## src/rtl/rtc_bus_responder.sv

```systemverilog
// RTC side of the multiplexed AD/CS/RD/WR bus: strobe oversampling, register map,
// read-back drive and a prescaled BCD seconds/minutes/hours counter.
module rtc_bus_responder #(
    parameter int unsigned TICKS_PER_SEC = 100000000,
    parameter int unsigned PRESC_W       = 32
) (
    input  logic       clock,
    input  logic       reset,
    input  logic       AD,
    input  logic       CS,
    input  logic       RD,
    input  logic       WR,
    input  logic [7:0] bus_in,
    output logic [7:0] bus_out,
    output logic       bus_oe,
    output logic [7:0] addr_reg,
    output logic       busy,
    output logic       proto_err
);

    typedef enum logic [1:0] {S_IDLE, S_ADDR_WR, S_DATA_WR, S_DATA_RD} state_t;

    function automatic logic [7:0] bcd_next(input logic [7:0] v, input logic [7:0] lim);
        logic [7:0] r;
        if (v >= lim)
            r = 8'h00;
        else if (v[3:0] >= 4'h9)
            r = {v[7:4] + 4'h1, 4'h0};
        else
            r = {v[7:4], v[3:0] + 4'h1};
        return r;
    endfunction

    state_t state_q, state_d;
    logic [1:0] ad_sync_q, cs_sync_q, rd_sync_q, wr_sync_q;
    logic [7:0] bus_sync1_q, bus_sync2_q, data_hold_q;
    logic ad_s, cs_s, rd_s, wr_s;
    logic [7:0] bus_s;
    logic [7:0] bus_out_q, bus_out_d, addr_q, addr_d, rd_data_s;
    logic bus_oe_q, bus_oe_d, proto_q, proto_d, addr_load_s, reg_wr_s;
    logic [PRESC_W-1:0] presc_q, presc_d;
    logic tick_pending_q, tick_pending_d, tick_s, apply_s, seg_commit_s;
    logic [7:0] seg_q, min_q, hora_q, dia_q, mes_q, anno_q, tseg_q, tmin_q, thora_q;
    logic [7:0] seg_d, min_d, hora_d, dia_d, mes_d, anno_d, tseg_d, tmin_d, thora_d;

    assign ad_s  = ad_sync_q[1];
    assign cs_s  = cs_sync_q[1];
    assign rd_s  = rd_sync_q[1];
    assign wr_s  = wr_sync_q[1];
    assign bus_s = bus_sync2_q;

    // Two-flop synchronisers; strobes reset to their inactive level.
    always_ff @(posedge clock or posedge reset) begin
        if (reset) begin
            ad_sync_q   <= 2'b00;
            cs_sync_q   <= 2'b11;
            rd_sync_q   <= 2'b11;
            wr_sync_q   <= 2'b11;
            bus_sync1_q <= 8'h00;
            bus_sync2_q <= 8'h00;
            data_hold_q <= 8'h00;
        end else begin
            ad_sync_q   <= {ad_sync_q[0], AD};
            cs_sync_q   <= {cs_sync_q[0], CS};
            rd_sync_q   <= {rd_sync_q[0], RD};
            wr_sync_q   <= {wr_sync_q[0], WR};
            bus_sync1_q <= bus_in;
            bus_sync2_q <= bus_sync1_q;
            data_hold_q <= (wr_s == 1'b0) ? bus_s : data_hold_q;
        end
    end

    // State register.
    always_ff @(posedge clock or posedge reset) begin
        if (reset) state_q <= S_IDLE;
        else       state_q <= state_d;
    end

    // Next-state decode; a simultaneous RD+WR under CS wins over everything.
    always_comb begin
        state_d = state_q;
        case (state_q)
            S_IDLE: begin
                if (!cs_s && !rd_s && !wr_s)  state_d = S_IDLE;
                else if (!cs_s && !wr_s)      state_d = ad_s ? S_DATA_WR : S_ADDR_WR;
                else if (!cs_s && !rd_s && ad_s) state_d = S_DATA_RD;
                else                          state_d = S_IDLE;
            end
            S_ADDR_WR, S_DATA_WR: begin
                if (cs_s || wr_s) state_d = S_IDLE;
                else              state_d = state_q;
            end
            S_DATA_RD: begin
                if (cs_s || rd_s) state_d = S_IDLE;
                else              state_d = S_DATA_RD;
            end
            default: state_d = S_IDLE;
        endcase
    end

    // Output decode, feeding registered outputs.
    always_comb begin
        addr_load_s = (state_q == S_ADDR_WR) && !cs_s && wr_s;
        reg_wr_s    = (state_q == S_DATA_WR) && !cs_s && wr_s;
        proto_d     = (state_q == S_IDLE) && !cs_s && !rd_s && !wr_s;
        bus_oe_d    = (state_d == S_DATA_RD);
        bus_out_d   = bus_oe_d ? rd_data_s : bus_out_q;
        addr_d      = addr_load_s ? data_hold_q : addr_q;
    end

    // Read mux over the register map.
    always_comb begin
        case (addr_q)
            8'h21:   rd_data_s = seg_q;
            8'h22:   rd_data_s = min_q;
            8'h23:   rd_data_s = hora_q;
            8'h24:   rd_data_s = dia_q;
            8'h25:   rd_data_s = mes_q;
            8'h26:   rd_data_s = anno_q;
            8'h41:   rd_data_s = tseg_q;
            8'h42:   rd_data_s = tmin_q;
            8'h43:   rd_data_s = thora_q;
            default: rd_data_s = 8'h00;
        endcase
    end

    // Prescaler and tick deferral; a seconds write restarts the second.
    always_comb begin
        tick_s       = (presc_q == PRESC_W'(TICKS_PER_SEC - 1));
        seg_commit_s = reg_wr_s && (addr_q == 8'h21);
        apply_s      = (tick_s || tick_pending_q) && (state_q == S_IDLE) && cs_s;
        presc_d      = (seg_commit_s || tick_s) ? '0 : presc_q + PRESC_W'(1);
        if (seg_commit_s)  tick_pending_d = 1'b0;
        else if (apply_s)  tick_pending_d = 1'b0;
        else if (tick_s)   tick_pending_d = 1'b1;
        else               tick_pending_d = tick_pending_q;
    end

    // Register map update: bus writes or a BCD advance (never both in one cycle).
    always_comb begin
        seg_d = seg_q;   min_d = min_q;   hora_d = hora_q;
        dia_d = dia_q;   mes_d = mes_q;   anno_d = anno_q;
        tseg_d = tseg_q; tmin_d = tmin_q; thora_d = thora_q;
        if (reg_wr_s) begin
            case (addr_q)
                8'h21:   seg_d   = data_hold_q;
                8'h22:   min_d   = data_hold_q;
                8'h23:   hora_d  = data_hold_q;
                8'h24:   dia_d   = data_hold_q;
                8'h25:   mes_d   = data_hold_q;
                8'h26:   anno_d  = data_hold_q;
                8'h41:   tseg_d  = data_hold_q;
                8'h42:   tmin_d  = data_hold_q;
                8'h43:   thora_d = data_hold_q;
                default: seg_d   = seg_q;
            endcase
        end else if (apply_s) begin
            seg_d = bcd_next(seg_q, 8'h59);
            if (seg_q >= 8'h59) begin
                min_d = bcd_next(min_q, 8'h59);
                if (min_q >= 8'h59) hora_d = bcd_next(hora_q, 8'h23);
                else                hora_d = hora_q;
            end else begin
                min_d = min_q;
            end
        end else begin
            seg_d = seg_q;
        end
    end

    // Output, prescaler and register-map flops.
    always_ff @(posedge clock or posedge reset) begin
        if (reset) begin
            bus_out_q <= 8'h00;  bus_oe_q <= 1'b0;  addr_q <= 8'h00;  proto_q <= 1'b0;
            presc_q <= '0;       tick_pending_q <= 1'b0;
            seg_q <= 8'h00;  min_q <= 8'h00;  hora_q <= 8'h00;
            dia_q <= 8'h00;  mes_q <= 8'h00;  anno_q <= 8'h00;
            tseg_q <= 8'h00; tmin_q <= 8'h00; thora_q <= 8'h00;
        end else begin
            bus_out_q <= bus_out_d;  bus_oe_q <= bus_oe_d;  addr_q <= addr_d;  proto_q <= proto_d;
            presc_q <= presc_d;      tick_pending_q <= tick_pending_d;
            seg_q <= seg_d;   min_q <= min_d;   hora_q <= hora_d;
            dia_q <= dia_d;   mes_q <= mes_d;   anno_q <= anno_d;
            tseg_q <= tseg_d; tmin_q <= tmin_d; thora_q <= thora_d;
        end
    end

    assign bus_out   = bus_out_q;
    assign bus_oe    = bus_oe_q;
    assign addr_reg  = addr_q;
    assign proto_err = proto_q;
    assign busy      = (state_q != S_IDLE);

endmodule

```

## config.mk

```make
export PLATFORM = sky130hd
export DESIGN_NAME = rtc_bus_responder
export DESIGN_NICKNAME = d
export VERILOG_FILES = /design/src/rtl/rtc_bus_responder.sv
export SDC_FILE = /design/constraint.sdc
export NUM_CORES = 1
export LEC_CHECK = 0
export CORE_AREA = 10 10 123 125
export CTS_BUF_LIST = sky130_fd_sc_hd__clkbuf_8
export DETAILED_ROUTE_END_ITERATION = 10
export DIE_AREA = 0 0 133 135
export PLACE_DENSITY = 0.85
export SYNTH_ARGS = -nofsm -noshare
export SYNTH_HDL_FRONTEND = slang
export SYNTH_SLANG_ARGS = --single-unit
```

## constraint.sdc

```tcl
create_clock -name clock -period 6.1 [get_ports clock]
set_input_delay 1.22 -clock clock [delete_from_list [all_inputs] [get_ports clock]]
set_output_delay 1.22 -clock clock [all_outputs]
set_load 0.01 [all_outputs]
```

* Word level (Yosys, flattened, before mapping)
Cells that the tools add are included.
** Storage, ports and cells
- Register bits :: 157
- Output and inout bits :: 19
- Logic and storage cells :: 129
** Cells by class
- Add/subtract/negate cells :: 7
- Mux-type cells :: 30
- Magnitude comparators :: 6
- Equal/unequal tests :: 17
- Reductions and logical operators :: 43
** Operators with widths (count)
- $mux W8 :: 18
- $pmux W8 S9 :: 1
- $eq A8 B6 Y1 const B :: 6
- $add A32 B1 Y32 const B :: 1
- $eq A32 B27 Y1 const B :: 1
- $mux W32 :: 1
- $add A4 B1 Y4 const B :: 6
- $eq A8 B7 Y1 const B :: 3
- $ge A8 B7 Y1 const B :: 2
- $logic_and A1 B1 Y1 :: 14
- $reduce_and A2 Y1 :: 7
- $ge A4 B4 Y1 const B :: 3
- $mux W2 :: 6
- $reduce_bool A3 Y1 :: 4
- $ge A8 B6 Y1 const B :: 1
- $reduce_and A4 Y1 :: 2
- $reduce_bool A2 Y1 :: 4
- $eq A2 B2 Y1 const B :: 3
- $ne A2 B1 Y1 const B :: 3
- $pmux W2 S3 :: 1
- $reduce_and A3 Y1 :: 2
- $reduce_and A5 Y1 :: 1
- $logic_or A1 B1 Y1 :: 4
- $logic_not A1 Y1 :: 3
- other kinds (4) :: 6

* Logic depth before layout (Yosys ltp)
- Depth in word-level cells :: 8
- Mapped depth :: 10
- Depth with buffers taken out :: 9

* Worst setup path after synthesis
OpenSTA, ideal clock, no wires.
- Kind :: register to register
- From :: reg seg_q[0]
- To :: reg hora_q[6]
- Buffers on the path :: 0
- Period minus slack after synthesis :: 2.066 ns
- Stages on the path, launching flop included :: 9
- Arrival time :: 1.941 ns
- Setup slack :: 4.034 ns
- Path through :: dfrtp_1 -> inv_1 -> ha_1 -> or3b_2 -> a211oi_1 -> a221oi_1 -> o21ai_1 -> nand2b_4 -> mux2_4
** On the way
- Word-level cells in the longest chain between the ends :: 3
** Ends and longest elaborated chain
- from (decl) :: line 43 : logic [7:0] seg_q, min_q, hora_q, dia_q, mes_q, anno_q, tseg_q, tmin_q, thora_q;
- from (signal assigned) :: line 182 : seg_q <= seg_d; min_q <= min_d; hora_q <= hora_d;
- $ge A8 B7 Y1 :: line 159 : if (seg_q >= 8'h59) begin
- $reduce_bool A2 Y1 (no source line)
- $reduce_and A5 Y1 (no source line)
- to (signal assigned) :: line 182
- to (decl) :: line 43
No other way between the ends.
A chain may end at the register's enable or synchronous reset.

* Worst setup path in the final report
- From :: reg addr_q[1] (netlist: addr_reg[1])
- To :: out addr_reg[1]
** RTL lines
- from (decl) :: line 39 : logic [7:0] bus_out_q, bus_out_d, addr_q, addr_d, rd_data_s;
- from (signal assigned) :: line 180 : bus_out_q <= bus_out_d; bus_oe_q <= bus_oe_d; addr_q <= addr_d; proto_q <= proto_d;
- to (decl) :: line 16 : output logic [7:0] addr_reg,
No word-level cell between the ends.

==> run metrics <==
status complete, no violations; max reg flops 32; CTS max path bufs 2; PortBufs 32; ANT nets after route 0; Slew @ Worst Pin 1.103 ns; dpl hpwl 11800 um; pwr dens 305.4 nW/um2; I/O Pins 33; TritonCTS Sinks 157; final WL 16810 um; most common flop cell mapped by yosys dfrtp_1; first-pass GRT wire length 28220 um; first-iteration detailed-routing DRC count 557; die area 17960 um2; final net count 722; Clock Tree Root clkbuf_8; CTS tree done; post-CTS sizing 0; post-route minimum period 3.191 ns; depth of the CTS H-tree 4; final core utilization 0.6624; Final Wtd Congestion 0.9115; vias post-DR 5380; clk_skew 0.007553 ns; Max-slew headroom 0.2630; fin area 8325 um2; Core Area 12570 um2; Worst Hold Depth 0; Hold Path Class register to register; CTS buffer count 17; cts hold-fix bufs 0; CP Launch Type register; setup TNS 0 ns; WL per Instance 19.28 um; initial antenna violation count 0; Yosys reg bits 157; unrepaired setup endpoints after global routing no; Syn-to-layout area delta 10.88%; Peak VDD IR 0.0002533 V; Worst Reg-to-Reg Cells 6; Maximum Capacitance Violations 0; register area share after synthesis 0.5242; Synthesized Nets 695; layout cells sized above 1 0.1871; Synth async-reset ratio 1.000; critical path class register to output port; most flop-heavy register presc_q; Max Clock Freq 313.4 MHz; Post-Syn Area 7508 um2; Chip Height 135 um; worst-skew pair later-pin latency 0.46 ns; die width 133 um; Setup Buffers After CTS 0; Final setup viols 0; vias in the first global route 5522; # DRC 0; Post-synth EDFFs 0; Cell variety after synth 67; Pleak 3.774 nW; Via density 6.170; GRT Overall Usage 0.1952; Fin Hold WS 0.3527 ns; gr ovfl total 0; CP Max Fanout 21; Syn Inst Count 660; setup slack after layout 2.909 ns; period utilization 0.5230; kind of end point of the critical path output port; Worst-path clk slew 0.08 ns; largest net degree at the start of global routing 122; initial core utilization 0.5974; Hold Vio Cnt, Final 0; Slew Viols, Final 0; critical path data arrival time 1.97 ns; Rows 41; synthesized area per cell 11.38 um2; DRT Pass-1 Iters 6; Place WS 3.088 ns; Yosys warnings 0; Worst EP required 4.88 ns; ant diodes 0; Placed Area 7934 um2
==> final timing paths <==
| path | startpoint | to | slack (ns) |
|---|---|---|---|
| worst max-delay path | addr_reg[1]$_DFFE_PP0P_ | addr_reg[1] | 2.91 |
| worst min-delay path | bus_sync1_q[5]$_DFF_PP0_ | bus_s[5]$_DFF_PP0_ | 0.35 |
| worst max register to register | addr_reg[1]$_DFFE_PP0P_ | seg_q[4]$_DFFE_PP0P_ | 3.13 |
| worst min register to register | bus_sync1_q[5]$_DFF_PP0_ | bus_s[5]$_DFF_PP0_ | 0.35 |
| max in group asynchronous | reset | anno_q[1]$_DFFE_PP0P_ | 3.67 |
| min in group asynchronous | reset | addr_reg[7]$_DFFE_PP0P_ | 1.39 |
==> Yosys cell counts (all sizes together), types with 11 or more instances <==
master,number,share of area
nand3,20,0.015
clkbuf,11,0.0055
inv,20,0.010
and3,15,0.012
dfrtp,151,0.50
nor2,55,0.027
buf,16,0.013
mux2,75,0.11
nand2,47,0.023
o21ai,45,0.030
a21oi,23,0.015
xor2,16,0.019
ha,21,0.035
==> critical path: stages (launching register included) <==
cell             delay (ns)
dfrtp_1                0.56
buf_4                  0.34
clkdlybuf4s50_1        0.60
==> through the flow <==
step,std cells,power [mW]
after CTS,872,2.550
final,872,2.543
after global placement,840,1.765
after detailed placement,840,1.794
after global routing,872,2.669
after floorplan,660,1.582
==> layout make-up <==
cell class	count	area, um2
fill	870	4243
sequential	157	3936
multi-input combinational	456	3359
timing repair buffer	35	342.8
clock buffer	18	247.7
tap	172	215.2
clock inverter	14	143.9
inverter	20	80.08
==> cell usage in the layout (no fill, tap or decap), types with 4 or more instances in the layout <==
| master | netlist | final |
|---|---|---|
| a211oi_1 | 4 | 4 |
| a21oi_1 | 23 | 23 |
| a221oi_1 | 9 | 9 |
| a222oi_1 | 5 | 5 |
| a22oi_1 | 10 | 10 |
| and2_1 | 7 | 7 |
| and3_1 | 15 | 15 |
| and4_1 | 5 | 5 |
| clkbuf_8 | 0 | 18 |
| clkdlybuf4s50_1 | 0 | 32 |
| clkinvlp_4 | 0 | 4 |
| dfrtp_1 | 151 | 151 |
| dfstp_2 | 6 | 6 |
| ha_1 | 21 | 21 |
| inv_1 | 20 | 20 |
| mux2_2 | 70 | 70 |
| mux2i_1 | 5 | 5 |
| nand2_1 | 47 | 47 |
| nand3_1 | 17 | 17 |
| nand4_1 | 8 | 8 |
| nor2_1 | 55 | 55 |
| nor2b_1 | 6 | 6 |
| nor3b_1 | 5 | 5 |
| o21ai_0 | 42 | 42 |
| o31a_1 | 6 | 6 |
| or3_1 | 6 | 6 |
| xnor2_1 | 10 | 10 |
| xor2_1 | 16 | 16 |
==> where the power goes <==
| group | switching (mW) | leakage (nW) | internal, mW | total, mW |
|---|---|---|---|---|
| registers | 0.115 | 2.08 | 1.13 | 1.25 |
| clock network | 0.385 | 0.193 | 0.373 | 0.758 |
| logic | 0.307 | 1.51 | 0.229 | 0.536 |
| total | 0.808 | 3.77 | 1.73 | 2.54 |
==> cells by family (layout without fill, tap and decap cells) <==
group | count (synthesis) | count (layout) | share of synthesized area
xor gates and xnor gates | 26 | 26 | 0.03033
and+or+nand+nor | 202 | 202 | 0.1505
muxes | 80 | 80 | 0.1201
adders and majority gates | 21 | 21 | 0.03499
DFF | 157 | 157 | 0.5242
buffers and inverters | 47 | 87 | 0.02833
AOI/OAI and AO/OA | 127 | 127 | 0.1115
==> layer usage <==
layer,vias to the layer above,GRT usage,routed length (um)
met5,-,0,0
met4,0,0.08068,534
met3,44,0.06009,1219
met2,231,0.3268,8075
met1,2666,0.2287,6983
li1,2439,-,-
Note: power is estimated with default switching activity, not from simulation.
